--- src/rtl/if_fetch_queue_pkg.sv ---
// if_fetch_queue_pkg: shared widths and the
// push/pop op encoding used by the fetch queue.
package if_fetch_queue_pkg;

  localparam int ADDRESS_LEN     = 32;
  localparam int INSTRUCTION_LEN = 32;

  typedef enum logic [1:0] {
    FQ_IDLE = 2'b00,
    FQ_POP  = 2'b01,
    FQ_PUSH = 2'b10,
    FQ_BOTH = 2'b11
  } fq_op_e;

endpackage

--- src/rtl/if_queue_ptr.sv ---
// if_queue_ptr: wrap-around queue pointer.
// Ports: clk, rst_i/clr_i (sync clear), inc_i (advance), ptr_o.
module if_queue_ptr #(
  parameter int W = 2
) (
  input  logic         clk,
  input  logic         rst_i,
  input  logic         clr_i,
  input  logic         inc_i,
  output logic [W-1:0] ptr_o
);

  logic [W-1:0] ptr_q;
  logic [W-1:0] ptr_d;

  // Power-of-two depth: the natural overflow is the wrap.
  always_comb begin
    ptr_d = ptr_q;
    if (rst_i || clr_i) begin
      ptr_d = '0;
    end else if (inc_i) begin
      ptr_d = ptr_q + W'(1);
    end
  end

  always_ff @(posedge clk) begin
    ptr_q <= ptr_d;
  end

  assign ptr_o = ptr_q;

endmodule

--- src/rtl/if_fetch_queue.sv ---
// if_fetch_queue: DEPTH-entry {PC, Instruction} buffer between IF and ID.
// Ports: clk, rst, flush; in_valid/in_ready + PC_in/Instruction_in (push);
// out_valid/out_ready + PC/Instruction (head, zero when empty); count.
module if_fetch_queue
  import if_fetch_queue_pkg::*;
#(
  parameter  int ADDR_W  = ADDRESS_LEN,
  parameter  int INSTR_W = INSTRUCTION_LEN,
  parameter  int DEPTH   = 4,
  localparam int CNT_W   = $clog2(DEPTH + 1)
) (
  input  logic               clk,
  input  logic               rst,
  input  logic               flush,
  input  logic               in_valid,
  output logic               in_ready,
  input  logic [ADDR_W-1:0]  PC_in,
  input  logic [INSTR_W-1:0] Instruction_in,
  output logic               out_valid,
  input  logic               out_ready,
  output logic [ADDR_W-1:0]  PC,
  output logic [INSTR_W-1:0] Instruction,
  output logic [CNT_W-1:0]   count
);

  localparam int PTR_W = $clog2(DEPTH);
  localparam logic [CNT_W-1:0] FULL = CNT_W'(DEPTH);

  logic [ADDR_W-1:0]  pc_q  [DEPTH];
  logic [INSTR_W-1:0] ins_q [DEPTH];

  logic [PTR_W-1:0] wr_ptr;
  logic [PTR_W-1:0] rd_ptr;
  logic [CNT_W-1:0] count_q;
  logic [CNT_W-1:0] count_d;

  logic   push;
  logic   pop;
  logic   wr_en;
  logic   rd_en;
  fq_op_e op;

  // in_ready is a function of occupancy only, so a full
  // queue refuses a push even if the head leaves this cycle.
  assign in_ready  = (count_q != FULL);
  assign out_valid = (count_q != '0);

  assign push = in_valid & in_ready;
  assign pop  = out_valid & out_ready;

  // A flush drops whatever transfer was offered alongside it.
  assign wr_en = push & ~flush;
  assign rd_en = pop & ~flush;
  assign op    = fq_op_e'({wr_en, rd_en});

  if_queue_ptr #(.W(PTR_W)) u_wr_ptr (
    .clk   (clk),
    .rst_i (rst),
    .clr_i (flush),
    .inc_i (wr_en),
    .ptr_o (wr_ptr)
  );

  if_queue_ptr #(.W(PTR_W)) u_rd_ptr (
    .clk   (clk),
    .rst_i (rst),
    .clr_i (flush),
    .inc_i (rd_en),
    .ptr_o (rd_ptr)
  );

  always_comb begin
    count_d = count_q;
    unique case (op)
      FQ_PUSH: count_d = count_q + CNT_W'(1);
      FQ_POP:  count_d = count_q - CNT_W'(1);
      default: count_d = count_q;
    endcase
    if (flush) begin
      count_d = '0;
    end
  end

  always_ff @(posedge clk) begin
    if (rst) begin
      count_q <= '0;
    end else begin
      count_q <= count_d;
    end
  end

  always_ff @(posedge clk) begin
    if (rst) begin
      for (int i = 0; i < DEPTH; i++) begin
        pc_q[i]  <= '0;
        ins_q[i] <= '0;
      end
    end else if (wr_en) begin
      pc_q[wr_ptr]  <= PC_in;
      ins_q[wr_ptr] <= Instruction_in;
    end
  end

  // Empty queue looks like a flushed IF/ID register.
  assign PC          = out_valid ? pc_q[rd_ptr]  : '0;
  assign Instruction = out_valid ? ins_q[rd_ptr] : '0;
  assign count       = count_q;

endmodule

--- config.mk ---
export PLATFORM = sky130hd
export DESIGN_NAME = if_fetch_queue
export DESIGN_NICKNAME = d
export VERILOG_FILES = /design/src/rtl/if_fetch_queue_pkg.sv /design/src/rtl/if_queue_ptr.sv /design/src/rtl/if_fetch_queue.sv
export SDC_FILE = /design/constraint.sdc
export NUM_CORES = 1
export LEC_CHECK = 0
export CAP_MARGIN = 25
export CORE_UTILIZATION = 46
export DETAILED_ROUTE_END_ITERATION = 8
export PLACE_DENSITY_LB_ADDON = 0.2
export SLEW_MARGIN = 15
export SYNTH_ARGS = -nofsm -noshare
export SYNTH_HDL_FRONTEND = slang
export SYNTH_SLANG_ARGS = --single-unit
--- constraint.sdc ---
create_clock -name clk -period 2.9 [get_ports clk]
set_clock_uncertainty 0.1 [all_clocks]
set_input_delay 0.58 -clock clk [delete_from_list [all_inputs] [get_ports clk]]
set_output_delay 0.58 -clock clk [all_outputs]
set_load 0.05 [all_outputs]
==> impl_metrics.csv, run 1 <==
group,metric,value,unit
critical_path,crit_fanout,8,
timing,finalMaxSlewViolations,0,
global_routing,track_usage,0.205,
clocking,insertion_delay,520,ps
detailed_routing,totalWireLength,26900,um
detailed_routing,antenna_left,0,
synthesis,synth_area,11900,sq um
synthesis,postSynth.asyncResetShare,0,
clocking,cts_tree,"done",
placement,place_congestion,0.742,
timing,rsz0062_at_grt,"yes",
clocking,cts-root-buf,"clkbuf_16",
timing,finalSetupViolCount,0,
clocking,htree_levels,1,
clocking,cts.sinks,265,
layout,nets,963,
floorplan,num_io_pins,138,
clocking,clk_pin_slew,60,ps
synthesis,syn_inst,765,
floorplan,die-area,26600,sq um
global_routing,grt_max_degree,141,
synthesis,ys_types,27,
timing,worst_pin_slew,629,ps
synthesis,syn_avg_cell_area,15.6,sq um
power_and_ir_drop,total_power,8.79,mW
global_routing,grt-ovfl-total,0,
run_status,status,"complete, no violations",
layout,nFillCells,1933,
detailed_routing,drc,0,
job,cap_viol_max_count,0,
floorplan,core_area,25300,sq um
synthesis,synth-edff-count,256,
min_path,worstHoldStart,"u_rd_ptr.ptr_o[0]",
critical_path,endpoint_kind,"primary output",
layout,layout_common_cells,"edfxtp_1 (256), and3_1 (192), and2_1 (111), clkdlybuf4s50_1 (71), mux4_2 (64)",
power_and_ir_drop,ir_drop,0.516,mV
critical_path,critPathKind,"reg2out",
min_path,hold_path.class,"reg2reg",
critical_path,reg2regPathDepth,9,
detailed_routing,wl_per_cell,21.6,um
detailed_routing,drt_iter0_drc,478,
min_path,min_to,"u_rd_ptr.ptr_o[0]",
critical_path,cp.arrival,2170,ps
critical_path,r2r_start,"count[2]",
synthesis,syn-num-nets,836,
timing,fin_crit,2850,ps
layout,final_common_cell,"edfxtp_1",
critical_path,r2r_setup_slack,530,ps
min_path,hold_depth,2,
synthesis,synth_top_flop_cell,"edfxtp_1",
synthesis,yosysWarnings,0,
detailed_routing,detail_route.vias_per_cell,5.63,
global_routing,grt_pass1_vias,7367,
floorplan,dieHeight,163,um
timing,slew_headroom,0.580,
synthesis,seq_area_frac_synth,0.659,
layout,regArea,7880,sq um
synthesis,ys_seq_elements,265,
layout,drive_gt1_frac,0.251,
detailed_routing,first_pass_iters,5,
critical_path,r2r_end,"count[2]",
critical_path,cp_data_required_time,2220,ps
floorplan,num_rows,58,
layout,post-route-util,0.595,
clocking,cts_buffers,27,
clocking,clk_path_buf_depth,3,
power_and_ir_drop,power_density,583,nW/um^2
timing,fmax,351,MHz
global_routing,grt_pass1_wl,41200,um
placement,portBuffers,137,
power_and_ir_drop,p_leak,6.14,nW
detailed_routing,via_count,6997,
placement,dp_hpwl,15200,um
floorplan,initial_core_util,0.471,
timing,hold_slack,439,ps
timing,fin_crit_sh,0.981,
floorplan,die_w,163,um
critical_path,cp-start-kind,"flop",
timing,hold_violations,0,
layout,synthToLayoutAreaGrowth,26.3,%
layout,multi_input_comb_area,3810,sq um
global_routing,antenna_found_initial,1,
[layer usage]
| metal | global-route usage | part of all wire | wire (um) | up-vias |
|---|---|---|---|---|
| li1 | - | - | - | 3187 |
| met5 | 0 | 0 | 0 | - |
| met1 | 0.272 | 0.42 | 11200 | 3574 |
| met2 | 0.350 | 0.51 | 13700 | 200 |
| met4 | 0.0578 | 0.019 | 509 | 0 |
| met3 | 0.0322 | 0.056 | 1510 | 36 |
[cell families after synthesis]
family	Yosys count	share of synthesized area
compound gates	12	0.00650
xor+xnor	4	0.00293
buf+inv	77	0.0298
fa+ha+maj	2	0.00272
simple gates	341	0.178
flops	265	0.659
mux	64	0.121
[critical path, cell delays in order (launching register included)]
cell     delay, ps
dfxtp_4        500
buf_6          220
mux4_2         520
and2_1         230
buf_12         170
[through the flow]
stage               cell area (sq um)  setup WS (ps)  instances  setup TNS, ps
floorplan                       11900            132        765              0
global placement                14000            246       1189              0
detailed placement              14000            179       1189              0
CTS                             15000          -34.5       1241           -406
global route                    15100          -14.2       1242          -14.8
finish                          15100           54.8       1242              0
[worst max path at each step]
| stage | from | end | slack, ps | cells after the start |
|---|---|---|---|---|
| 2_1_floorplan | count[0] | ins_q[1][0] | 130 | 4 |
| 3_3_place_gp | out_ready | count[2] | 250 | 9 |
| 3_5_place_dp | flush | count[2] | 180 | 10 |
| 4_1_cts | flop | Instruction[11] | -30 | 4 |
| 5_1_grt | flop | PC[27] | -10 | 4 |
| 6_report | flop | PC[27] | 50 | 4 |
[Yosys cell counts, types with 4 or more instances]
master / n / area (sq um)
xor2_1: 4 / 35.0
and2_1: 128 / 801
and3_1: 192 / 1200
dfxtp_1: 9 / 180
mux4_2: 64 / 1440
nor2_1: 9 / 33.8
a21oi_1: 4 / 20.0
inv_1: 6 / 22.5
edfxtp_1: 256 / 7690
clkbuf_2: 25 / 125
clkbuf_1: 36 / 135
buf_4: 9 / 67.6
[power breakdown]
part	total [mW]	switching, mW	leakage [nW]	internal (mW)
registers	4.42	0.0470	2.74	4.37
logic	0.674	0.365	2.94	0.308
clock network	3.70	1.39	0.465	2.31
[area by class of cell]
cell class,count,area share
clock buffers,29,0.0453
flip-flops and latches,265,0.522
multi-input cells,423,0.253
repair buffers,169,0.133
diodes,1,0.000166
clock inverters,19,0.0173
well taps,330,0.0274
inverters,6,0.00149
[sequential cells by signal, indices dropped and copies added, names as in the netlist, named ones only]
name / count
ins_q: 128
pc_q: 128
u_wr_ptr.ptr_o: 2
u_rd_ptr.ptr_o: 2
count: 3
[repair_timing]
action / CTS / global route
setup buffers: 3 / 0
gates resized for setup: 4 / 26
setup endpoints to repair: 49 / 27
hold buffers: 0 / 0
gates cloned: 1 / 0
No activity file was read; power rests on OpenSTA's default activity.
==> run 2: changes to the inputs <==
GPL_TIMING_DRIVEN = 0   (was unset)
==> impl_metrics.csv, run 2 (same netlist as run 1, synthesis figures left out) <==
group,metric,value,unit
run_status,status,"complete, no violations",
clocking,cts_tree,"done",
floorplan,core_area,25300,sq um
critical_path,crit_buf_inv,2,
critical_path,cpLargestDelayFamily,"buffers and inverters",
critical_path,critPathKind,"reg2out",
critical_path,r2r_setup_slack,290,ps
critical_path,cp_data_required_time,2220,ps
power_and_ir_drop,p_switching,1.82,mW
critical_path,crit_fanout,10,
placement,dp_hpwl,17700,um
clocking,clk_path_buf_depth,3,
layout,drive_gt1_frac,0.232,
detailed_routing,first_pass_iters,4,
placement,dpl_worst_slack,-535,ps
critical_path,cp.arrival,2160,ps
clocking,insertion_delay,530,ps
critical_path,crit_path_cell_trace,"buf_12 -> mux4_2 -> and2_1 -> dlygate4sd2_1",
clocking,htree_levels,1,
detailed_routing,via_count,7089,
placement,place_congestion,0.744,
layout,nets,1007,
critical_path,crit_slowest_cell,"mux4_2",
clocking,cts-root-buf,"clkbuf_16",
min_path,hold_path.class,"reg2reg",
layout,multi_input_comb_area,3750,sq um
timing,fmax,352,MHz
timing,timing.final.ws_setup,58.4,ps
detailed_routing,drt_iter0_drc,493,
layout,final_common_cell,"edfxtp_1",
critical_path,slowest_delay,500,ps
global_routing,grt-ovfl-total,0,
timing,worst_pin_slew,553,ps
layout,layout_common_cells,"edfxtp_1 (256), and3_1 (192), and2_1 (128), clkdlybuf4s50_1 (71), mux4_2 (64)",
timing,finalMaxSlewViolations,0,
power_and_ir_drop,ir_drop,0.298,mV
power_and_ir_drop,power_density,581,nW/um^2
timing,slew_headroom,0.630,
timing,fin_crit,2840,ps
timing,hold_violations,0,
layout,synthToLayoutAreaGrowth,21.5,%
layout,post-route-util,0.573,
layout,regArea,7870,sq um
power_and_ir_drop,p_leak,6.07,nW
floorplan,die-area,26600,sq um
clocking,clk_pin_slew,60,ps
timing,finalSetupViolCount,0,
detailed_routing,detail_route.vias_per_cell,5.52,
clocking,cts_buffers,28,
power_and_ir_drop,switching_share,0.216,
power_and_ir_drop,p_int,6.61,mW
critical_path,endpoint_kind,"primary output",
floorplan,initial_core_util,0.471,
detailed_routing,drc,0,
detailed_routing,totalWireLength,28000,um
global_routing,antenna_found_initial,1,
placement,portBuffers,137,
timing,tns,0,ps
floorplan,die_w,163,um
timing,fin_crit_sh,0.980,
floorplan,num_io_pins,138,
power_and_ir_drop,seq_power_share,0.524,
global_routing,grt_max_degree,44,
critical_path,cp-start-kind,"flop",
global_routing,grt_pass1_vias,7171,
power_and_ir_drop,clkPwrFrac,0.400,
power_and_ir_drop,total_power,8.43,mW
job,cap_viol_max_count,0,
global_routing,track_usage,0.215,
power_and_ir_drop,p_comb_frac,0.076,
global_routing,grt_pass1_wl,42400,um
clocking,cts.sinks,265,
floorplan,dieHeight,163,um
detailed_routing,wl_per_cell,21.8,um
floorplan,num_rows,58,
layout,nFillCells,2060,
detailed_routing,antenna_left,0,
==> run 2: cell types whose count changed in the layout (fill, tap and decap cells not counted), sizes merged <==
cell,before,now
clkbuf,29,94
buf,96,79
bufinv,7,2
clkinv,12,10
clkdlybuf4s15,0,1
==> run 2: metrics by stage <==
step	cells	hold slack, ps	area, sq um
floorplan	765	383	11900
global placement	1232	409	13700
detailed placement	1236	403	13900
CTS	1283	430	14600
global route	1284	449	14500
finish	1284	429	14500
==> run 2: area by class of cell <==
| type | instances | area share |
|---|---|---|
| flip-flops and latches | 265 | 0.542 |
| well taps | 330 | 0.0285 |
| diodes | 1 | 0.000172 |
| multi-input cells | 423 | 0.259 |
| clock buffers | 35 | 0.0516 |
| clock inverters | 12 | 0.00681 |
| plain buffers | 71 | 0.0304 |
| repair buffers | 141 | 0.0799 |
| inverters | 6 | 0.00155 |
==> run 2: path summary, 6_finish.rpt <==
| check | start | end | cells after the start |
|---|---|---|---|
| max | flop | PC[31] | 4 |
| min | u_rd_ptr.ptr_o[1] | u_rd_ptr.ptr_o[1] | 2 |
| max reg2reg | u_wr_ptr.ptr_o[0] | pc_q[1][29] | 5 |
| min reg2reg | u_rd_ptr.ptr_o[1] | u_rd_ptr.ptr_o[1] | 2 |
==> run 2: worst register-to-register path, delay by kind of cell, from the launching register on <==
family / cells / cell delay (ps)
DFF: 1 / 430
buffers and inverters: 2 / 740
and+or+nand+nor: 3 / 990
==> run 2: repair_timing <==
item,CTS,global route
pin swaps,0,0
setup buffers,0,0
hold buffers,0,0
gates resized for setup,295,67
setup endpoints to repair,66,61
==> run 2: power by group through the flow <==
stage	logic (mW)	registers (mW)	clock network, mW
6_report	0.643	4.42	3.37
5_1_grt	0.688	4.43	3.54
4_1_cts	0.657	4.42	3.40
3_5_place_dp	0.666	4.50	0
3_3_place_gp	0.639	4.50	0
2_1_floorplan	0.347	4.48	0
==> run 2: per-layer routing <==
metal / wire length, um / part of all wire / vias to the layer above / track usage
met4: 433 / 0.015 / 0 / 0.0493
met2: 14000 / 0.50 / 177 / 0.356
met1: 12200 / 0.44 / 3610 / 0.303
li1: - / - / 3268 / -
met3: 1350 / 0.048 / 34 / 0.0274
met5: 0 / 0 / - / 0
==> run 3: changes to the inputs <==
SLEW_MARGIN = 10   (was 15)
==> impl_metrics.csv, run 3 (same netlist as run 1, synthesis figures left out) <==
group,metric,value,unit
floorplan,die-area,26600,sq um
clocking,hold_buffers,0,
timing,hold_violations,0,
placement,dp_hpwl,17700,um
floorplan,num_io_pins,138,
critical_path,slowest_delay,430,ps
power_and_ir_drop,total_power,8.54,mW
layout,nets,1007,
clocking,post_cts_buffers,0,
power_and_ir_drop,ir_drop,0.402,mV
global_routing,grt_max_degree,46,
clocking,cts.sinks,265,
min_path,hold_path.class,"reg2reg",
detailed_routing,drc,0,
clocking,clk_path_buf_depth,3,
layout,drive_gt1_frac,0.236,
global_routing,busiest_layer,"met2",
critical_path,cp_data_required_time,2220,ps
global_routing,antenna_found_initial,2,
critical_path,crit_path_cell_trace,"or3_1 -> buf_4 -> clkbuf_4 -> and2_1 -> buf_2",
timing,slew_headroom,0.633,
critical_path,endpoint_kind,"primary output",
critical_path,r2r_end,"pc_q[1][11]",
layout,layout.cells.non_filler,1287,
global_routing,grt-ovfl-total,0,
run_status,status,"complete, no violations",
critical_path,critPathKind,"reg2out",
clocking,cts_buffers,28,
power_and_ir_drop,switching_share,0.214,
detailed_routing,detail_route.vias_per_cell,5.56,
critical_path,r2r_setup_slack,260,ps
floorplan,core_area,25300,sq um
power_and_ir_drop,p_switching,1.83,mW
layout,synthToLayoutAreaGrowth,21.8,%
min_path,hold_depth,2,
power_and_ir_drop,p_int,6.71,mW
detailed_routing,via_count,7150,
timing,finalMaxSlewViolations,0,
critical_path,r2r_start,"u_wr_ptr.ptr_o[0]",
timing,fmax,353,MHz
global_routing,grt_util_met3,0.0264,
placement,portBuffers,137,
global_routing,grt_pass1_wl,42300,um
floorplan,die_w,163,um
detailed_routing,totalWireLength,27900,um
timing,hold_slack,422,ps
power_and_ir_drop,clkPwrFrac,0.408,
clocking,clk_pin_slew,60,ps
detailed_routing,antenna_left,0,
layout,nFillCells,2055,
timing,tns,0,ps
detailed_routing,first_pass_iters,5,
layout,final_common_cell,"edfxtp_1",
power_and_ir_drop,p_comb_frac,0.075,
floorplan,initial_core_util,0.471,
min_path,worstHoldStart,"u_rd_ptr.ptr_o[1]",
timing,finalSetupViolCount,0,
critical_path,crit_fanout,10,
detailed_routing,wl_per_cell,21.7,um
timing,fin_crit,2830,ps
floorplan,dieHeight,163,um
placement,place_congestion,0.744,
critical_path,reg2regPathDepth,5,
layout,layout_common_cells,"edfxtp_1 (256), and3_1 (192), and2_1 (128), clkdlybuf4s50_1 (71), mux4_2 (64)",
timing,rsz0062_at_grt,"yes",
layout,regArea,7870,sq um
clocking,cts-root-buf,"clkbuf_16",
clocking,htree_levels,1,
layout,multi_input_comb_area,3750,sq um
critical_path,cp-start-kind,"flop",
global_routing,track_usage,0.214,
critical_path,crit_slowest_cell,"or3_1",
global_routing,grt_pass1_vias,7149,
placement,placed_cells_incl_taps,1236,
power_and_ir_drop,power_density,587,nW/um^2
clocking,insertion_delay,530,ps
power_and_ir_drop,p_leak,6.09,nW
global_routing,use_met1,0.301,
clocking,cts_tree,"done",
global_routing,use_met2,0.354,
job,cap_viol_max_count,0,
detailed_routing,drt_iter0_drc,470,
floorplan,num_rows,58,
timing,fin_crit_sh,0.976,
power_and_ir_drop,seq_power_share,0.517,
timing,worst_pin_slew,550,ps
critical_path,cp.arrival,2150,ps
==> run 3: final cells by class <==
cell class                 instances  area share
sequential                       265       0.541
multi-input combinational        423       0.258
timing repair buffer             141      0.0798
clock buffer                      35      0.0514
buffer                            71      0.0303
tap                              330      0.0284
clock inverter                    14     0.00963
inverter                           6     0.00155
antenna                            2    0.000344
==> run 3: power groups by stage <==
stage	Sequential [mW]	Clock [mW]	Combinational (mW)
2_1_floorplan	4.48	0	0.347
3_3_place_gp	4.50	0	0.639
3_5_place_dp	4.50	0	0.665
4_1_cts	4.42	3.51	0.658
5_1_grt	4.43	3.65	0.689
6_report	4.41	3.48	0.643
==> run 3: worst max path at each step <==
stage                  start              to  cells after the start
floorplan           count[0]     ins_q[1][0]                      4
finish              count[2]          PC[28]                      5
detailed placement  count[0]  Instruction[1]                      5
CTS                     flop           PC[5]                      5
global placement       flush      pc_q[3][3]                      4
global route            flop          PC[17]                      5
==> run 3: per-layer routing <==
| metal | wire length (um) | vias up |
|---|---|---|
| met1 | 12000 | 3624 |
| met4 | 524 | 0 |
| met2 | 13800 | 219 |
| met3 | 1600 | 39 |
| li1 | - | 3268 |
| met5 | 0 | - |
==> run 3: timing repair <==
item                                   in CTS  in global routing
endpoints found under the hold margin       0                  0
gates cloned                                0                  0
gates resized for setup                   276                 82
setup endpoints to repair                  65                 59
==> run 3: worst max-delay path, delay by kind of cell (launching register included) <==
kind                   cells  cell delay, ps
and+or+nand+nor            2             610
DFF                        1             380
buffers and inverters      3             630
==> run 3: stage by stage <==
stage               worst slack, ps  area, sq um  utilization
finish                         70.1        14500        0.574
global route                  -8.01        14500        0.574
CTS                            -118        14700        0.581
detailed placement             -500        13900        0.547
global placement               -897        13700        0.542
floorplan                       132        11900            -
